===== src/rtl/muldiv_ctrl_pkg.sv =====
`default_nettype none
// ============================================================================
// Module   : muldiv_ctrl_pkg
// Purpose  : Shared constants for the EX-stage multiply/divide sequencer:
//            EX-stage op encodings, sequencer state encodings, default divide
//            iteration count and a small conditional-negate helper.
// Ports    : none (package)
// Revision : 1.0 - initial release
// ============================================================================
package muldiv_ctrl_pkg;

    // EX-stage op codes for the HI/LO arithmetic group
    localparam logic [7:0] EXE_MULT_OP  = 8'b0001_1000;
    localparam logic [7:0] EXE_MULTU_OP = 8'b0001_1001;
    localparam logic [7:0] EXE_DIV_OP   = 8'b0001_1010;
    localparam logic [7:0] EXE_DIVU_OP  = 8'b0001_1011;

    // Sequencer state encodings
    localparam logic [1:0] MD_IDLE    = 2'd0;
    localparam logic [1:0] MD_MUL_RUN = 2'd1;
    localparam logic [1:0] MD_DIV_RUN = 2'd2;
    localparam logic [1:0] MD_DONE    = 2'd3;

    // One quotient bit per iteration for a 32-bit dividend
    localparam int DIV_ITER_DFLT = 32;

    typedef enum logic [1:0] {
        S_IDLE    = MD_IDLE,
        S_MUL_RUN = MD_MUL_RUN,
        S_DIV_RUN = MD_DIV_RUN,
        S_DONE    = MD_DONE
    } md_state_e;

    // Two's-complement negate when neg is set, pass-through otherwise
    function automatic logic [31:0] cond_neg(input logic [31:0] v, input logic neg);
        return neg ? (~v + 32'd1) : v;
    endfunction

endpackage
`default_nettype wire


===== src/rtl/muldiv_ctrl_div_radix2_core.sv =====
`default_nettype none
// ============================================================================
// Module   : div_radix2_core
// Purpose  : Unsigned radix-2 restoring divide datapath. i_start loads the
//            magnitudes; each i_step shifts one dividend bit into the partial
//            remainder and performs one trial subtract. The post-step values
//            are exposed combinationally so the owner can capture the final
//            result on the same edge as the last step.
// Ports    : clk, rst       - clock / asynchronous active-high reset
//            i_start        - load operands, clear step count
//            i_dividend     - dividend magnitude
//            i_divisor      - divisor magnitude (non-zero)
//            i_step         - perform one iteration this cycle
//            o_rem_next     - remainder after the current step
//            o_quot_next    - quotient after the current step
//            o_last         - current step is the final iteration
// Revision : 1.0 - initial release
// ============================================================================
module div_radix2_core #(
    parameter int DIV_ITER = 32
) (
    input  logic        clk,
    input  logic        rst,
    input  logic        i_start,
    input  logic [31:0] i_dividend,
    input  logic [31:0] i_divisor,
    input  logic        i_step,
    output logic [31:0] o_rem_next,
    output logic [31:0] o_quot_next,
    output logic        o_last
);

    localparam int c_STEP_W = $clog2(DIV_ITER + 1);

    logic [31:0]         r_rem;
    logic [31:0]         r_quot;
    logic [31:0]         r_divisor;
    logic [c_STEP_W-1:0] r_steps;

    logic [32:0] w_partial;
    logic [33:0] w_sub;
    logic        w_fits;
    logic        w_unused_msb;

    // Partial remainder can reach 33 bits (2*rem+1 with rem < divisor),
    // so the trial subtract needs a borrow bit above that.
    assign w_partial    = {r_rem, r_quot[31]};
    assign w_sub        = {1'b0, w_partial} - {2'b00, r_divisor};
    assign w_fits       = ~w_sub[33];
    // When the subtract fits the difference is below the divisor, so bit 32 is zero
    assign w_unused_msb = w_sub[32];

    assign o_rem_next  = w_fits ? w_sub[31:0] : w_partial[31:0];
    assign o_quot_next = {r_quot[30:0], w_fits};
    assign o_last      = (r_steps == c_STEP_W'(DIV_ITER - 1));

    always_ff @(posedge clk or posedge rst) begin
        if (rst) begin
            r_rem     <= '0;
            r_quot    <= '0;
            r_divisor <= '0;
            r_steps   <= '0;
        end else if (i_start) begin
            r_rem     <= '0;
            r_quot    <= i_dividend;
            r_divisor <= i_divisor;
            r_steps   <= '0;
        end else if (i_step) begin
            r_rem     <= o_rem_next;
            r_quot    <= o_quot_next;
            r_steps   <= r_steps + c_STEP_W'(1);
        end
    end

endmodule
`default_nettype wire


===== src/rtl/muldiv_ctrl.sv =====
`default_nettype none
// ============================================================================
// Module   : muldiv_ctrl
// Purpose  : EX-stage sequencer for MULT/MULTU/DIV/DIVU. Launches a
//            multi-cycle multiply or restoring divide, stalls the pipeline
//            until the result is ready, then pulses a single HI/LO write.
//            Honours exception flush and external stalls.
// Ports    : clk, rst      - clock / asynchronous active-high reset
//            alucontrolE   - EX-stage op code
//            srcaE, srcbE  - rs / rt operands
//            flushE        - cancel in-flight op
//            stall_ext     - pipeline frozen by another source this cycle
//            stall_mdE     - stall request while an op is in progress
//            hilo_we       - one-shot HI/LO write strobe
//            hi_o, lo_o    - HI (remainder / product high), LO (quotient / product low)
//            busy          - sequencer not idle
// Revision : 1.0 - initial release
// ============================================================================
module muldiv_ctrl
    import muldiv_ctrl_pkg::*;
#(
    parameter int MUL_CYCLES = 2,
    parameter int DIV_ITER   = DIV_ITER_DFLT
) (
    input  logic        clk,
    input  logic        rst,
    input  logic [7:0]  alucontrolE,
    input  logic [31:0] srcaE,
    input  logic [31:0] srcbE,
    input  logic        flushE,
    input  logic        stall_ext,
    output logic        stall_mdE,
    output logic        hilo_we,
    output logic [31:0] hi_o,
    output logic [31:0] lo_o,
    output logic        busy
);

    localparam int c_CNT_MAX = (MUL_CYCLES > DIV_ITER) ? MUL_CYCLES : DIV_ITER;
    localparam int c_CNT_W   = $clog2(c_CNT_MAX + 1);

    md_state_e           r_state;
    md_state_e           w_state_next;
    logic [c_CNT_W-1:0]  r_count;
    logic signed [32:0]  r_mul_a;
    logic signed [32:0]  r_mul_b;
    logic                r_neg_q;
    logic                r_neg_r;
    logic [31:0]         r_hi;
    logic [31:0]         r_lo;

    logic                w_is_mul;
    logic                w_is_div;
    logic                w_is_signed;
    logic                w_stall;
    logic                w_we;
    logic                w_launch_mul;
    logic                w_launch_div;
    logic                w_launch_dz;
    logic                w_div_step;
    logic                w_div_last;
    logic                w_run_active;
    logic [31:0]         w_mag_a;
    logic [31:0]         w_mag_b;
    logic [31:0]         w_rem_next;
    logic [31:0]         w_quot_next;
    logic signed [63:0]  w_prod;

    // ------------------------------------------------------------------
    // Decode
    // ------------------------------------------------------------------
    assign w_is_mul    = (alucontrolE == EXE_MULT_OP) || (alucontrolE == EXE_MULTU_OP);
    assign w_is_div    = (alucontrolE == EXE_DIV_OP)  || (alucontrolE == EXE_DIVU_OP);
    assign w_is_signed = (alucontrolE == EXE_MULT_OP) || (alucontrolE == EXE_DIV_OP);

    // The divider core works on magnitudes; signs are re-applied at capture
    assign w_mag_a = cond_neg(srcaE, w_is_signed & srcaE[31]);
    assign w_mag_b = cond_neg(srcbE, w_is_signed & srcbE[31]);

    // ------------------------------------------------------------------
    // Next-state / outputs
    // ------------------------------------------------------------------
    always_comb begin
        w_state_next = r_state;
        w_stall      = 1'b0;
        w_we         = 1'b0;
        w_launch_mul = 1'b0;
        w_launch_div = 1'b0;
        w_launch_dz  = 1'b0;
        case (r_state)
            S_IDLE: begin
                if (!flushE && (w_is_mul || w_is_div)) begin
                    w_stall = 1'b1;
                    if (w_is_mul) begin
                        w_launch_mul = 1'b1;
                        w_state_next = S_MUL_RUN;
                    end else if (srcbE == 32'd0) begin
                        // Divide by zero yields a fixed result without iterating
                        w_launch_dz  = 1'b1;
                        w_state_next = S_DONE;
                    end else begin
                        w_launch_div = 1'b1;
                        w_state_next = S_DIV_RUN;
                    end
                end
            end
            S_MUL_RUN, S_DIV_RUN: begin
                if (flushE) begin
                    w_state_next = S_IDLE;
                end else begin
                    w_stall = 1'b1;
                    if (r_count == '0) begin
                        w_state_next = S_DONE;
                    end
                end
            end
            S_DONE: begin
                // Flush wins over the write; stall_ext holds the result here
                if (flushE) begin
                    w_state_next = S_IDLE;
                end else if (!stall_ext) begin
                    w_we         = 1'b1;
                    w_state_next = S_IDLE;
                end
            end
            default: w_state_next = S_IDLE;
        endcase
    end

    // ------------------------------------------------------------------
    // Datapath
    // ------------------------------------------------------------------
    assign w_run_active = ((r_state == S_MUL_RUN) || (r_state == S_DIV_RUN)) && !flushE;
    assign w_div_step   = (r_state == S_DIV_RUN) && !flushE;

    // Operands were extended to 33 bits at issue (sign or zero), so a signed
    // 64-bit product covers MULT and MULTU alike.
    assign w_prod = 64'(r_mul_a) * 64'(r_mul_b);

    div_radix2_core #(
        .DIV_ITER    (DIV_ITER)
    ) u_div_core (
        .clk         (clk),
        .rst         (rst),
        .i_start     (w_launch_div),
        .i_dividend  (w_mag_a),
        .i_divisor   (w_mag_b),
        .i_step      (w_div_step),
        .o_rem_next  (w_rem_next),
        .o_quot_next (w_quot_next),
        .o_last      (w_div_last)
    );

    always_ff @(posedge clk or posedge rst) begin
        if (rst) begin
            r_state <= S_IDLE;
        end else begin
            r_state <= w_state_next;
        end
    end

    always_ff @(posedge clk or posedge rst) begin
        if (rst) begin
            r_count <= '0;
            r_mul_a <= '0;
            r_mul_b <= '0;
            r_neg_q <= 1'b0;
            r_neg_r <= 1'b0;
            r_hi    <= '0;
            r_lo    <= '0;
        end else begin
            if (w_launch_mul) begin
                r_mul_a <= {w_is_signed & srcaE[31], srcaE};
                r_mul_b <= {w_is_signed & srcbE[31], srcbE};
                r_count <= c_CNT_W'(MUL_CYCLES - 1);
            end
            if (w_launch_div) begin
                r_neg_q <= w_is_signed & (srcaE[31] ^ srcbE[31]);
                r_neg_r <= w_is_signed & srcaE[31];
                r_count <= c_CNT_W'(DIV_ITER - 1);
            end
            if (w_launch_dz) begin
                r_hi <= srcaE;
                r_lo <= 32'hFFFF_FFFF;
            end
            if (w_run_active && (r_count != '0)) begin
                r_count <= r_count - c_CNT_W'(1);
            end
            if ((r_state == S_MUL_RUN) && !flushE && (r_count == '0)) begin
                r_hi <= w_prod[63:32];
                r_lo <= w_prod[31:0];
            end
            // Capture on the final iteration using the post-step values
            if (w_div_step && w_div_last) begin
                r_hi <= cond_neg(w_rem_next, r_neg_r);
                r_lo <= cond_neg(w_quot_next, r_neg_q);
            end
        end
    end

    assign stall_mdE = w_stall;
    assign hilo_we   = w_we;
    assign hi_o      = r_hi;
    assign lo_o      = r_lo;
    assign busy      = (r_state != S_IDLE);

endmodule
`default_nettype wire


===== config.mk =====
export PLATFORM = sky130hd
export DESIGN_NAME = muldiv_ctrl
export DESIGN_NICKNAME = d
export VERILOG_FILES = /design/src/rtl/muldiv_ctrl_pkg.sv /design/src/rtl/muldiv_ctrl_div_radix2_core.sv /design/src/rtl/muldiv_ctrl.sv
export SDC_FILE = /design/constraint.sdc
export NUM_CORES = 2
export LEC_CHECK = 0
export ABC_AREA = 1
export CAP_MARGIN = 5
export CORE_UTILIZATION = 50
export DETAILED_ROUTE_END_ITERATION = 8
export GPL_TIMING_DRIVEN = 1
export PLACE_DENSITY = 0.69
export SLEW_MARGIN = 20
export SYNTH_ARGS = -nofsm -noshare
export SYNTH_HDL_FRONTEND = slang
export SYNTH_SLANG_ARGS = --single-unit

===== constraint.sdc =====
create_clock -name clk -period 8.1 [get_ports clk]
set_input_delay 1.215 -clock clk [delete_from_list [all_inputs] [get_ports clk]]
set_output_delay 1.215 -clock clk [all_outputs]
set_load 0.005 [all_outputs]

==> flow_summary_export.csv <==
group,metric,value,unit
clocking,clk_pin_slew,0.07,ns
clocking,cts.htree.levels,1,
setup_path,cpLargestDelayFamily,"adder cells",
power,net-switching-power,9.52,mW
synthesis,ys.flop_type,"dfrtp_1",
sta,setup_tns,0,ns
sta,relSlewSlack,0.375,
floorplan,initial_core_util,0.506,
route,vias_per_cell,5.26,
power,ir_worst_vdd,0.000323,V
layout,nNetsFinal,8881,
power,p_sw_frac,0.565,
synthesis,synthTopCellsByCount,"2115 x inv_1, 1872 x nand2_1, 1126 x fa_1",
min_path,hold_path_depth,2,
global_route,grt_pass1_vias,49000,
power,combPwrFrac,0.787,
route,initialDrtViolationCount,3874,
setup_path,end_kind,"flip-flop",
min_path,min_path_type,"flip-flop to flip-flop",
sta,min_period,7.86,ns
synthesis,ys_warn_count,0,
synthesis,ys_async_sr_fraction,1.00,
placed_design,gp_congestion,1.00,
synthesis,yosys-top-cells-area,"fa_1 40%, inv_1 14%, nand2_1 13%",
clocking,cts_made_buffers,31,
synthesis,synth_top_area_frac,0.401,
setup_path,timing.reg2reg.setup_slack,0.24,ns
layout,syn_to_final_growth,9.11,%
setup_path,cpPeakStageDelay,0.66,ns
global_route,overflow,0,
power,internal-power,7.34,mW
sta,tightest_slew,0.937,ns
route,routedWlPerCell,19.2,um
synthesis,synth_edf_count,0,
power,pwr-share-seq,0.125,
setup_path,critical_path.slowest_cell,"fa_2",
sta,fmax,0.127,GHz
placed_design,dp_hpwl,143000,um
run,maxCapViolations,0,
setup_path,reg2reg_depth,31,
synthesis,synth_area_per_cell,7.56,sq um
clocking,cts_buffer_depth,3,
power,power.share.clock,0.088,
min_path,worstHoldStart,"lo_o[24]$_DFFE_PP0P_",
route,first_pass_iters,6,
placed_design,io_buffers,142,
setup_path,start_kind,"flip-flop",
layout,layoutNonFillerInstCount,8939,
sta,setup-violations-final,0,
synthesis,syn_area,56200,sq um
synthesis,synthMostInstantiatedCell,"inv_1",
floorplan,io_pins,143,
route,drtAntennaViolNets,0,
layout,drive_above_1_share,0.0483,
setup_path,critPathBufInv,10,
global_route,grt_pass1_wl,273000,um
setup_path,crit_type,"flip-flop to flip-flop",
global_route,grt_use_total,0.311,
sta,fin_crit_sh,0.971,
sta,slew_violations,0,
floorplan,core.rowCount,122,
synthesis,synth_seq_cells,242,
setup_path,crit_required,8.60,ns
route,drc,0,
synthesis,synth_largest_area_cell,"fa_1",
floorplan,core-area,111000,sq um
setup_path,cp.arrival,8.37,ns
clocking,clock-sinks,242,
clocking,cts-root-buf,"clkbuf_16",
setup_path,worst-path-max-fanout,28,
synthesis,syn_inst,7429,
route,via_count,47000,
sta,fin_skew,0.0232,ns
clocking,cts_tree,"built",
power,powerDensity,275,nW/um^2
setup_path,r2r_end,"hi_o[28]$_DFFE_PP0P_",
placed_design,dp_cells,8854,
floorplan,dieArea,114000,sq um
clocking,clk_latency,0.62,ns
sta,rsz0062_at_grt,"true",
min_path,hold_end,"lo_o[24]$_DFFE_PP0P_",
synthesis,ys_seq_area_frac,0.108,
run_status,status,"completed",
setup_path,rr_startpoint,"r_mul_b[2]$_DFFE_PP0P_",
route,wl,172000,um
synthesis,synthDistinctLibCells,60,
floorplan,die_y,337,um
synthesis,synth.net_count,8886,
sta,finalHoldViolations,0,
global_route,grt_max_degree,148,
global_route,antenna_found_initial,9,
floorplan,die_w,337,um
power,leakagePower,35.3,nW
clocking,cts-hold-fix-buffers,0,
-- registers in the layout, summed over array words and instances (netlist names) --
| name | flops |
|---|---|
| r_neg_q | 1 |
| r_neg_r | 1 |
| u_div_core.r_rem | 32 |
| hi_o | 32 |
| r_mul_b | 33 |
| u_div_core.r_quot | 32 |
| r_state | 2 |
| u_div_core.r_steps | 6 |
| r_mul_a | 33 |
| lo_o | 32 |
| u_div_core.r_divisor | 32 |
| r_count | 6 |
-- worst register-to-register path, delay by kind of cell (launching register included) --
kind            cells  cell delay [ns]
buf+inv            10             1.23
simple gates        8             0.87
fa+ha+maj           9             4.48
compound gates      4             0.80
flops               1             0.40
-- cell usage in the layout (no fill, tap or decap), types with 32 or more instances in the layout --
| cell | count |
|---|---|
| a21oi_1 | 218 |
| buf_12 | 44 |
| buf_4 | 117 |
| clkbuf_16 | 33 |
| clkdlybuf4s50_1 | 142 |
| dfrtp_1 | 221 |
| fa_1 | 1118 |
| ha_1 | 249 |
| inv_1 | 2110 |
| nand2_1 | 1869 |
| nand3_1 | 154 |
| nand4_1 | 68 |
| nor2_1 | 354 |
| nor3_1 | 41 |
| o21ai_0 | 227 |
| o221ai_1 | 33 |
| o22ai_1 | 32 |
| xor2_1 | 104 |
-- cell type report --
class / instances / area (sq um)
Clock inverter: 19 / 198
Multi-Input combinational cell: 4710 / 40900
Tap cell: 1488 / 1860
Inverter: 2124 / 7990
Antenna cell: 3 / 7.51
Timing Repair Buffer: 314 / 3340
Sequential cell: 242 / 6090
Timing Repair inverter: 1 / 7.51
Clock buffer: 38 / 872
Fill cell: 10400 / 49700
-- metrics by stage --
step                power (mW)  area [sq um]  setup slack, ns  utilization  hold WS, ns
floorplan                 10.6         56200            0.240            -        0.453
global placement          14.8         59800           -0.149        0.538        0.462
detailed placement        15.0         59800           -0.146        0.538        0.466
CTS                       16.6         60800           0.0399        0.548        0.483
global route              18.5         61300          -0.0667        0.552        0.497
finish                    16.9         61300            0.235        0.552        0.482
-- logic make-up (layout without fill, tap and decap cells) --
logic type	after synthesis	count (layout)	synth area share
buf+inv	2477	2496	0.167
compound gates	610	610	0.0612
simple gates	2586	2586	0.186
xor+xnor	133	133	0.0207
other cells	0	3	0
flops	242	242	0.108
fa+ha+maj	1381	1381	0.458
-- per-layer routing --
metal  up-vias  share of wire  GRT usage
met5         -        0.00036          0
met4         8          0.039      0.110
met3       330          0.074     0.0431
met2      1818           0.47      0.515
met1     23500           0.41      0.419
li1      21300              -          -
-- power groups by stage --
stage / Clock (mW) / Combinational [mW] / Sequential [mW]
after CTS: 1.49 / 13.0 / 2.08
after global placement: 0 / 12.8 / 2.09
after floorplan: 0 / 8.81 / 1.83
after detailed placement: 0 / 12.9 / 2.09
after global routing: 1.54 / 14.8 / 2.12
final: 1.49 / 13.3 / 2.11
-- how the worst max path moves through the flow --
stage | start | to | slack [ns] | cells after the start
after floorplan | rst | hi_o[0]$_DFFE_PP0P_ | 0.24 | 1
after global placement | r_mul_a[28]$_DFFE_PP0P_ | hi_o[18]$_DFFE_PP0P_ | -0.15 | 30
after detailed placement | r_mul_a[28]$_DFFE_PP0P_ | hi_o[18]$_DFFE_PP0P_ | -0.15 | 30
after CTS | r_mul_a[29]$_DFFE_PP0P_ | hi_o[18]$_DFFE_PP0P_ | 0.04 | 32
after global routing | r_mul_a[32]$_DFFE_PP0P_ | hi_o[31]$_DFFE_PP0P_ | -0.07 | 32
final | r_mul_b[2]$_DFFE_PP0P_ | hi_o[28]$_DFFE_PP0P_ | 0.24 | 31
-- timing repair --
item | in CTS | in global routing
pin swaps | 0 | 9
cloned | 0 | 3
setup endpoints to repair | 4 | 15
buffers inserted | 0 | 22
gates resized for setup | 4 | 73
Note: power is estimated with default switching activity, not from simulation.
